--- src/rtl/mem_access_unit.sv ---
// MEM-stage load/store unit: formats word-wide data-memory bus requests, extends load data,
// stalls the pipeline while the memory is busy, and flags misaligned accesses and bus timeouts.
module mem_access_unit #(
  parameter int unsigned TIMEOUT_CYCLES = 255
) (
  input  logic        clk,
  input  logic        rst,
  input  logic [31:0] ALUResult_in,
  input  logic [31:0] MemWriteData_in,
  input  logic        MemRead_in,
  input  logic        MemWrite_in,
  input  logic [2:0]  Load_in,
  input  logic [1:0]  Store_in,
  output logic        dmem_req,
  output logic        dmem_we,
  output logic [31:0] dmem_addr,
  output logic [3:0]  dmem_be,
  output logic [31:0] dmem_wdata,
  input  logic [31:0] dmem_rdata,
  input  logic        dmem_ack,
  output logic [31:0] LoadData_o,
  output logic        Mem_Stall,
  output logic        Misalign_o,
  output logic        BusErr_o
);

  typedef enum logic [1:0] {StIdle, StWait, StDone} state_e;
  typedef enum logic [1:0] {SzByte, SzHalf, SzWord} size_e;

  localparam logic [7:0] TimeoutCnt = 8'(TIMEOUT_CYCLES);

  state_e     state_q, state_d;
  logic [7:0] cnt_q, cnt_d;
  logic [7:0] cnt_inc;

  // Load formatting is captured at issue so the extension does not depend on EX/MEM later.
  logic       is_load_q;
  size_e      ld_size_q;
  logic       ld_signed_q;
  logic [1:0] off_q;

  logic        access;
  size_e       size;
  logic        sgn;
  logic [1:0]  off;
  logic        misaligned;
  logic [3:0]  be_calc;
  logic [31:0] wdata_calc;

  logic        issue;
  logic        finish_ack;
  logic        finish_to;

  logic [31:0] shifted;
  logic [31:0] ext;
  logic [31:0] load_result;

  assign access = MemRead_in | MemWrite_in;
  assign off    = ALUResult_in[1:0];

  // Access decode; a simultaneous read and write is treated as a read.
  always_comb begin
    size = SzWord;
    sgn  = 1'b0;
    if (MemRead_in) begin
      case (Load_in)
        3'd1: begin size = SzHalf; sgn = 1'b1; end
        3'd2: size = SzHalf;
        3'd3: begin size = SzByte; sgn = 1'b1; end
        3'd4: size = SzByte;
        default: size = SzWord;
      endcase
    end else begin
      case (Store_in)
        2'd1: size = SzHalf;
        2'd2: size = SzByte;
        default: size = SzWord;
      endcase
    end
  end

  always_comb begin
    misaligned = 1'b0;
    be_calc    = 4'b1111;
    wdata_calc = MemWriteData_in;
    case (size)
      SzByte: begin
        be_calc    = 4'b0001 << off;
        wdata_calc = {4{MemWriteData_in[7:0]}};
      end
      SzHalf: begin
        misaligned = off[0];
        be_calc    = 4'b0011 << off;
        wdata_calc = {2{MemWriteData_in[15:0]}};
      end
      default: begin
        misaligned = (off != 2'b00);
      end
    endcase
  end

  // Read-data extraction for the lane captured at issue.
  always_comb begin
    shifted = dmem_rdata >> {off_q, 3'b000};
    case (ld_size_q)
      SzByte:  ext = {{24{ld_signed_q & shifted[7]}}, shifted[7:0]};
      SzHalf:  ext = {{16{ld_signed_q & shifted[15]}}, shifted[15:0]};
      default: ext = shifted;
    endcase
    load_result = is_load_q ? ext : 32'h0;
  end

  assign cnt_inc = (cnt_q == 8'hFF) ? cnt_q : cnt_q + 8'd1;

  always_comb begin
    state_d    = state_q;
    cnt_d      = cnt_q;
    Mem_Stall  = 1'b0;
    Misalign_o = 1'b0;
    issue      = 1'b0;
    finish_ack = 1'b0;
    finish_to  = 1'b0;
    unique case (state_q)
      StIdle: begin
        if (access) begin
          if (misaligned) begin
            Misalign_o = 1'b1;
          end else begin
            Mem_Stall = 1'b1;
            issue     = 1'b1;
            cnt_d     = 8'd0;
            state_d   = StWait;
          end
        end
      end
      StWait: begin
        Mem_Stall = 1'b1;
        cnt_d     = cnt_inc;
        // An ack arriving on the timeout cycle still completes the access normally.
        if (dmem_ack) begin
          finish_ack = 1'b1;
          state_d    = StDone;
        end else if (cnt_inc == TimeoutCnt) begin
          finish_to = 1'b1;
          state_d   = StDone;
        end
      end
      StDone: begin
        state_d = StIdle;
      end
      default: begin
        state_d = StIdle;
      end
    endcase
  end

  always_ff @(posedge clk) begin
    if (rst) begin
      state_q     <= StIdle;
      cnt_q       <= 8'd0;
      dmem_req    <= 1'b0;
      dmem_we     <= 1'b0;
      dmem_addr   <= 32'h0;
      dmem_be     <= 4'h0;
      dmem_wdata  <= 32'h0;
      LoadData_o  <= 32'h0;
      BusErr_o    <= 1'b0;
      is_load_q   <= 1'b0;
      ld_size_q   <= SzWord;
      ld_signed_q <= 1'b0;
      off_q       <= 2'b00;
    end else begin
      state_q  <= state_d;
      cnt_q    <= cnt_d;
      BusErr_o <= finish_to;
      if (issue) begin
        dmem_req    <= 1'b1;
        dmem_we     <= ~MemRead_in;
        dmem_addr   <= {ALUResult_in[31:2], 2'b00};
        dmem_be     <= be_calc;
        dmem_wdata  <= wdata_calc;
        is_load_q   <= MemRead_in;
        ld_size_q   <= size;
        ld_signed_q <= sgn;
        off_q       <= off;
      end
      if (finish_ack || finish_to) begin
        dmem_req <= 1'b0;
        dmem_we  <= 1'b0;
        dmem_be  <= 4'h0;
      end
      if (finish_ack) begin
        LoadData_o <= load_result;
      end else if (finish_to || Misalign_o) begin
        LoadData_o <= 32'h0;
      end
    end
  end

endmodule

--- config.mk ---
export PLATFORM = sky130hd
export DESIGN_NAME = mem_access_unit
export DESIGN_NICKNAME = d
export VERILOG_FILES = /design/src/rtl/mem_access_unit.sv
export SDC_FILE = /design/constraint.sdc
export NUM_CORES = 1
export LEC_CHECK = 0
export CAP_MARGIN = 15
export CELL_PAD_IN_SITES_DETAIL_PLACEMENT = 0
export CELL_PAD_IN_SITES_GLOBAL_PLACEMENT = 2
export CORE_MARGIN = 10
export CORE_UTILIZATION = 22
export CTS_CLUSTER_SIZE = 40
export DETAILED_ROUTE_END_ITERATION = 12
export PLACE_DENSITY = 0.86
export SLEW_MARGIN = 20
export SYNTH_ARGS = -nofsm -noshare
export SYNTH_HDL_FRONTEND = slang
export SYNTH_SLANG_ARGS = --single-unit
export TNS_END_PERCENT = 20
--- constraint.sdc ---
create_clock -name clk -period 3.8 [get_ports clk]
set_clock_uncertainty 0.2 [all_clocks]
set_input_delay 1.14 -clock clk [delete_from_list [all_inputs] [get_ports clk]]
set_output_delay 1.14 -clock clk [all_outputs]
set_load 0.02 [all_outputs]
==> results.md <==
- Outcome: completed
- Yosys cell types: 63
- Fin nets: 990
- Drt drc: 0
- GR Util met3: 0.0546
- Depth of the CTS H-tree: 4
- Die Wd: 180 um
- Synth Area in Compound Gates: 0.262
- Number of buffers added on ports: approximately 210
- Slew @ Worst Pin: 0.916 ns
- CP peak stage delay: 0.49 ns
- Crit path max fanout: 2
- Arrival @ worst endpoint: 2.44 ns
- Critical path's most frequent cell: buf_6
- Num CTS Buffers: 17
- Wire length per cell: 17.6 um
- Boundary pin count: 211
- Final Hold Vio Count: 0
- Post-synth EDFFs: 0
- Worst Reg-to-Reg Cells: 8
- Lkg Pwr: roughly 3.1 nW
- FF-to-FF Start: cnt_q[0]
- CTS Hold Bufs: 0
- Synth Area per Inst: approximately 8.4 sq um
- Initial core utilization: 0.223
- FMAX: 264 MHz
- CP Capture Type: primary output
- First-pass GRT wire length: 33.7 mm
- Normalized max-slew margin: 0.388
- Cell row count: 58
- Main combinational cell family by area after synthesis: compound AO/OA/AOI/OAI gates
- GPL Wtd Cong: 0.830
- Detail Route Antenna Nets: 0
- Layout cell share with drive strength beyond 1: 0.159
- M2 GR Usage: 0.201
- Util after Layout: 0.352
- Worst path required time: 2.46 ns
- Post-Synth Simple-Gate Area: 0.181
- TritonCTS clock tree: done
- Setup CP Type: in -> out
- Type of the tightest min-delay check: reg -> reg
- Mapped Area: 0.00563 sq mm
- Met1 Track Usage GR: 0.163
- Leading area contributor after synthesis: dfxtp_1
- Detail Placement HPWL: 15.7 mm
- Critical-path cell list: clkdlybuf4s50_1 -> o21ai_2 -> a31oi_4 -> o21bai_4 -> buf_6 -> nand2b_4 -> inv_2 -> buf_6
- Vias in the first global route: 5658
- Mux cell area share after synthesis: 0.0663
- Die Ht: 180 um
- DR pass1 iterations: 4
- Worst R2R Setup Slack: 0.79 ns
- Largest net degree at the start of global routing: 51
- Clk sinks: 117
- Main flop type after synthesis: dfxtp_1
- Ys async rst share: 0
- Clock Pin Slew Worst Setup and Hold Paths: roughly 0.060 ns
- Final wirelength: 21.5 mm
- YS warnings: 0
- Dpl ws: -0.912 ns
- Adder-Cell Fraction of Synth Area: 0.00445
- Period utilization: 0.996
- Core Area: 0.0252 sq mm
- DR vias: 5623
- CTS Buffer Depth: 2
- Worst skew pair latency: 0.41 ns
- Power Density: 450 mW/mm^2
- Hold endpoint: dmem_addr[9]
- Initial antenna violation count: 0
- Max-cap viol count: 0
- Post-synth top area share: 0.416
- Area Overhead vs Synth: 57.6%
- Most frequent cells in the layout: 199 x clkdlybuf4s50_1, 117 x dfxtp_1, 117 x nand2_1
- Most Crowded Layer GR: met2
- Post-Synth XOR/XNOR Area: 0.00311
- Final Max Slew Viols: 0
- Commonest non-fill, non-tap cell in the layout: clkdlybuf4s50_1
- GRT Total Usage: 0.129
- Area contributors post-synth: dfxtp_1 42%, a21oi_1 8.8%, nand2_1 7.9%
- RR Endpoint: LoadData_o[30]
- Hold_sp: dmem_addr[9]
- Synth Instances: approximately 670
- Final setup vio count: 0
- Die area: 0.0324 sq mm
- Fin crit period: ~3.8 ns
- #FFs+latches synth: 117
- Root Driver: clkbuf_16
- Worst path slowest cell: clkdlybuf4s50_1
- Initial DRC count: 353
- Total grt overflow: 0
- Setup ws final: 0.0158 ns
- Vias/cell: 4.59
- Worst vdd ir: about 0.00023 V
- Worst Hold Depth: 2
- RSZ-0062 raised after global routing: true
- Sequential share of the synthesized area: 0.416
- Startpoint types: primary input
- Number of diodes: 0
through the flow:
stage               area (sq um)  power (W)  hold slack, ns  instances  setup TNS, ns
global route                8870    0.00419           0.265       1225        -0.0418
detailed placement          8230    0.00238           0.246       1193          -1.81
global placement            8230    0.00237           0.241       1193          -1.83
CTS                         8860    0.00405           0.253       1224        -0.0132
finish                      8870    0.00399           0.253       1225              0
floorplan                   5670    0.00191           0.250        670              0
registers in the layout (all words and copies together) (netlist names):
register and count:
is_load_q 1, dmem_be 4, cnt_q 8, LoadData_o 32
state_q 2, BusErr_o 1, dmem_req 1, ld_signed_q 1
dmem_wdata 32, off_q 2, dmem_addr 30, dmem_we 1
ld_size_q 2
cell usage after synthesis (all sizes together) (8+ instances only):
cell type	number
buf	29
clkbuf	26
o32ai	16
a21oi	99
dfxtp	117
a311oi	9
o211ai	18
mux2i	26
nor2	54
nor3	9
o21ai	21
inv	24
and3	8
nand3	9
nand2	118
mux2	8
a211oi	15
area by class of cell:
type | instances | area, sq um
clock buffer | 19 | 443
clock inverter | 13 | 149
fill | 2634 | 16300
inverter | 24 | 92.6
multi-input combinational | 474 | 3000
sequential | 117 | 2340
tap | 330 | 413
timing repair buffer | 248 | 2420
kinds of logic (layout without fill, tap and decap cells):
| family | Yosys count | after routing |
|---|---|---|
| AO/OA/AOI/OAI | 204 | 204 |
| AND/OR/NAND/NOR | 229 | 229 |
| adder cells (fa/ha/maj) | 2 | 2 |
| XOR/XNOR | 2 | 2 |
| buffers and inverters | 79 | 304 |
| multiplexers | 35 | 35 |
| flip-flops | 117 | 117 |
| other | 1 | 2 |
worst max-delay path: cells and delay by family:
family                 cells  cell delay, ns
and+or+nand+nor            1            0.16
buffers and inverters      4            0.78
AOI/OAI and AO/OA          3            0.36
worst max path at each step:
stage	from	end	slack, ns
5_1_grt	Store_in[1]	Misalign_o	-0.02
3_5_place_dp	Load_in[0]	Misalign_o	-0.91
2_1_floorplan	Load_in[2]	Misalign_o	0.01
4_1_cts	Store_in[1]	Misalign_o	-0.01
6_report	ALUResult_in[1]	Misalign_o	0.02
3_3_place_gp	Load_in[0]	Misalign_o	-0.92
per-layer routing:
| metal | vias up | wire, um | share of wire |
|---|---|---|---|
| met2 | 185 | 9650 | 0.45 |
| met4 | 0 | 80 | 0.0037 |
| met1 | 2634 | 9980 | 0.46 |
| met5 | - | 0 | 0 |
| met3 | 5 | 1820 | 0.084 |
| li1 | 2799 | - | - |
power by group:
group	switching [W]	total [W]	internal (W)	leakage (nW)
clock	0.000643	0.00164	0.000993	0.281
sequential	0.0000544	0.00137	0.00132	0.957
combinational	0.000526	0.000979	0.000453	1.90
repair_timing:
item                                    4_1_cts  5_1_grt
cloned                                        0        0
pin swaps                                     9        2
setup buffers                                 0        1
resized for setup                            49        0
endpoints found under the setup margin        2        2
Note: power is estimated with default switching activity, not from simulation.
==> patch: new RTL, same settings <==
Remove the register `BusErr_o`: a continuous assignment takes its place, so the output `BusErr_o` follows one clock earlier.
--- a/src/rtl/mem_access_unit.sv
+++ b/src/rtl/mem_access_unit.sv
@@ -164,7 +164,6 @@
       dmem_be     <= 4'h0;
       dmem_wdata  <= 32'h0;
       LoadData_o  <= 32'h0;
-      BusErr_o    <= 1'b0;
       is_load_q   <= 1'b0;
       ld_size_q   <= SzWord;
       ld_signed_q <= 1'b0;
@@ -172,7 +171,6 @@
     end else begin
       state_q  <= state_d;
       cnt_q    <= cnt_d;
-      BusErr_o <= finish_to;
       if (issue) begin
         dmem_req    <= 1'b1;
         dmem_we     <= ~MemRead_in;
@@ -197,5 +195,7 @@
     end
   end
 
+  assign BusErr_o = finish_to;
+
 endmodule
 
Formal check against the unedited RTL: no difference found for any inputs over 4 cycles, from zero or initial values and one cycle with rst high; that may be too few to reach the edited logic, so the function may still have changed.
==> patch against the unedited design <==
Worst setup slack improved by 0.029 ns. Final area fell by 3.9%. Area after synthesis fell by 5.9%. Die area fell by 5.2%. Critical path depth fell by 1. Routed wire length fell by 6.5%. Sequential cell count fell by 1. Total power fell by 3.5%. Largest cell class unchanged.
==> patch: results <==
layout:
  fin_nets: 940
  layout-drive-gt1-share_pct: 11.8
  top_regs: "LoadData_o x32, dmem_wdata x32, dmem_addr x30"
  antenna_cells: 0
power_and_ir_drop:
  worst_ir_drop_vdd_uv: 261
  p_leak_nw: 3.06
placement:
  placed_area_sq_um: 7890
  dp.cells: 1130
  pre_cts_slack_ns: -0.891
  portBuffers: 208
  hpwl_mm: 14.7
  place_congestion: 0.811
min_path:
  hp-class: "flip-flop to flip-flop"
cts:
  clk_path_buf_depth: 2
  cts.clk_slew.worst_paths_ns: 0.05
  cts-root-buf: "clkbuf_16"
  clk_latency_ns: 0.41
route:
  post_drt_wl_per_cell_um: 17.3
  drc: 0
  drt-total-wl_mm: 20.1
  drt_iter0_markers: 222
  vias: 5325
logic_synthesis:
  synthFlopType: "dfxtp_1"
  synth.avg_cell_area_sq_um: 8.68
  ys_types: 64
  synthTopCellsByArea: "dfxtp_1, nand2_1, a21oi_1"
  synth_commonest_cells: "dfxtp_1, nand2_1, a21oi_1"
  ys_seq_area_share_pct: 43.8
global_route:
  antenna_found_initial: 2
  first_global_vias: 5356
  grt_usage_pct: 12.8
  grt_start_max_net_pins: 79
  grt_pass1_wl_mm: 31.3
critical_path:
  r2r_slack_ns: 1.39
sta:
  tightest_slew_ns: 0.955
  period_needed_ns: 3.75
status:
  status: "finished, final reports clean"
patch: changes by cell type after synthesis, moves of 12 or more:
cell,change
a21oi_1,-34
nand2_1,-22
a211oi_1,+24
a22o_1,+17
inv_1,-18
a211oi_2,-12
patch: per-stage QoR:
step / hold WS (ns) / setup TNS [ns] / util, % / total power [mW]
floorplan: 0.245 / 0 / - / 1.82
global placement: 0.241 / -1.70 / 33.4 / 2.25
detailed placement: 0.246 / -1.78 / 33.4 / 2.25
CTS: 0.254 / 0 / 36.1 / 3.92
global route: 0.269 / -0.0155 / 36.1 / 4.05
finish: 0.251 / 0 / 36.1 / 3.85
patch: final cells by class:
cell class	count	area [sq um]
repair buffers	249	2430
flip-flops and latches	116	2320
clock buffers	22	474
multi-input cells	442	2760
clock inverters	10	124
inverters	6	22.5
fillers	2470	15100
well taps	319	399
patch: final timing paths:
kind,to,from,cells after the start
worst max register to register,LoadData_o[6]$_SDFFE_PP0P_,state_q[1]$_SDFFE_PP0P_,5
worst min register to register,dmem_addr[29]$_SDFFE_PP0P_,dmem_addr[29]$_SDFFE_PP0P_,2
worst max-delay path,Mem_Stall,Store_in[0],7
worst min-delay path,dmem_addr[29]$_SDFFE_PP0P_,dmem_addr[29]$_SDFFE_PP0P_,2
patch: layer usage:
metal | wire length (um) | global-route usage (%) | share of wire (%) | up-vias
li1 | - | - | - | 2662
met1 | 8590 | 14.9 | 43 | 2462
met2 | 9030 | 19.7 | 45 | 177
met3 | 2210 | 7.18 | 11 | 20
met4 | 274 | 3.43 | 1.4 | 4
met5 | 21 | 0 | 0.10 | -
patch: cells by family after synthesis:
group | synth area share [%]
compound gates | 24.6
xor+xnor | 0.496
fa+ha+maj | 0.472
buf+inv | 5.17
flops | 43.8
mux | 6.52
other cells | 0.0708
simple gates | 18.8
patch: report_power, final:
group          leakage (nW)  switching (mW)  internal [mW]
combinational          1.83           0.458          0.419
sequential            0.947          0.0443           1.30
clock                 0.275           0.605           1.02
total                  3.06            1.11           2.74
patch: timing repair:
| item | 4_1_cts | 5_1_grt |
|---|---|---|
| endpoints found under the hold margin | 0 | 0 |
| buffers inserted | 2 | 0 |
| setup endpoints to repair | 3 | 3 |
| pin swaps | 5 | 4 |
| resized for setup | 31 | 6 |
patch: critical path: stages:
cell     delay, ns
buf_2         0.12
ha_4          0.23
or3_4         0.33
nand4_2       0.11
nand2_2       0.07
o31ai_4       0.25
buf_6         0.15
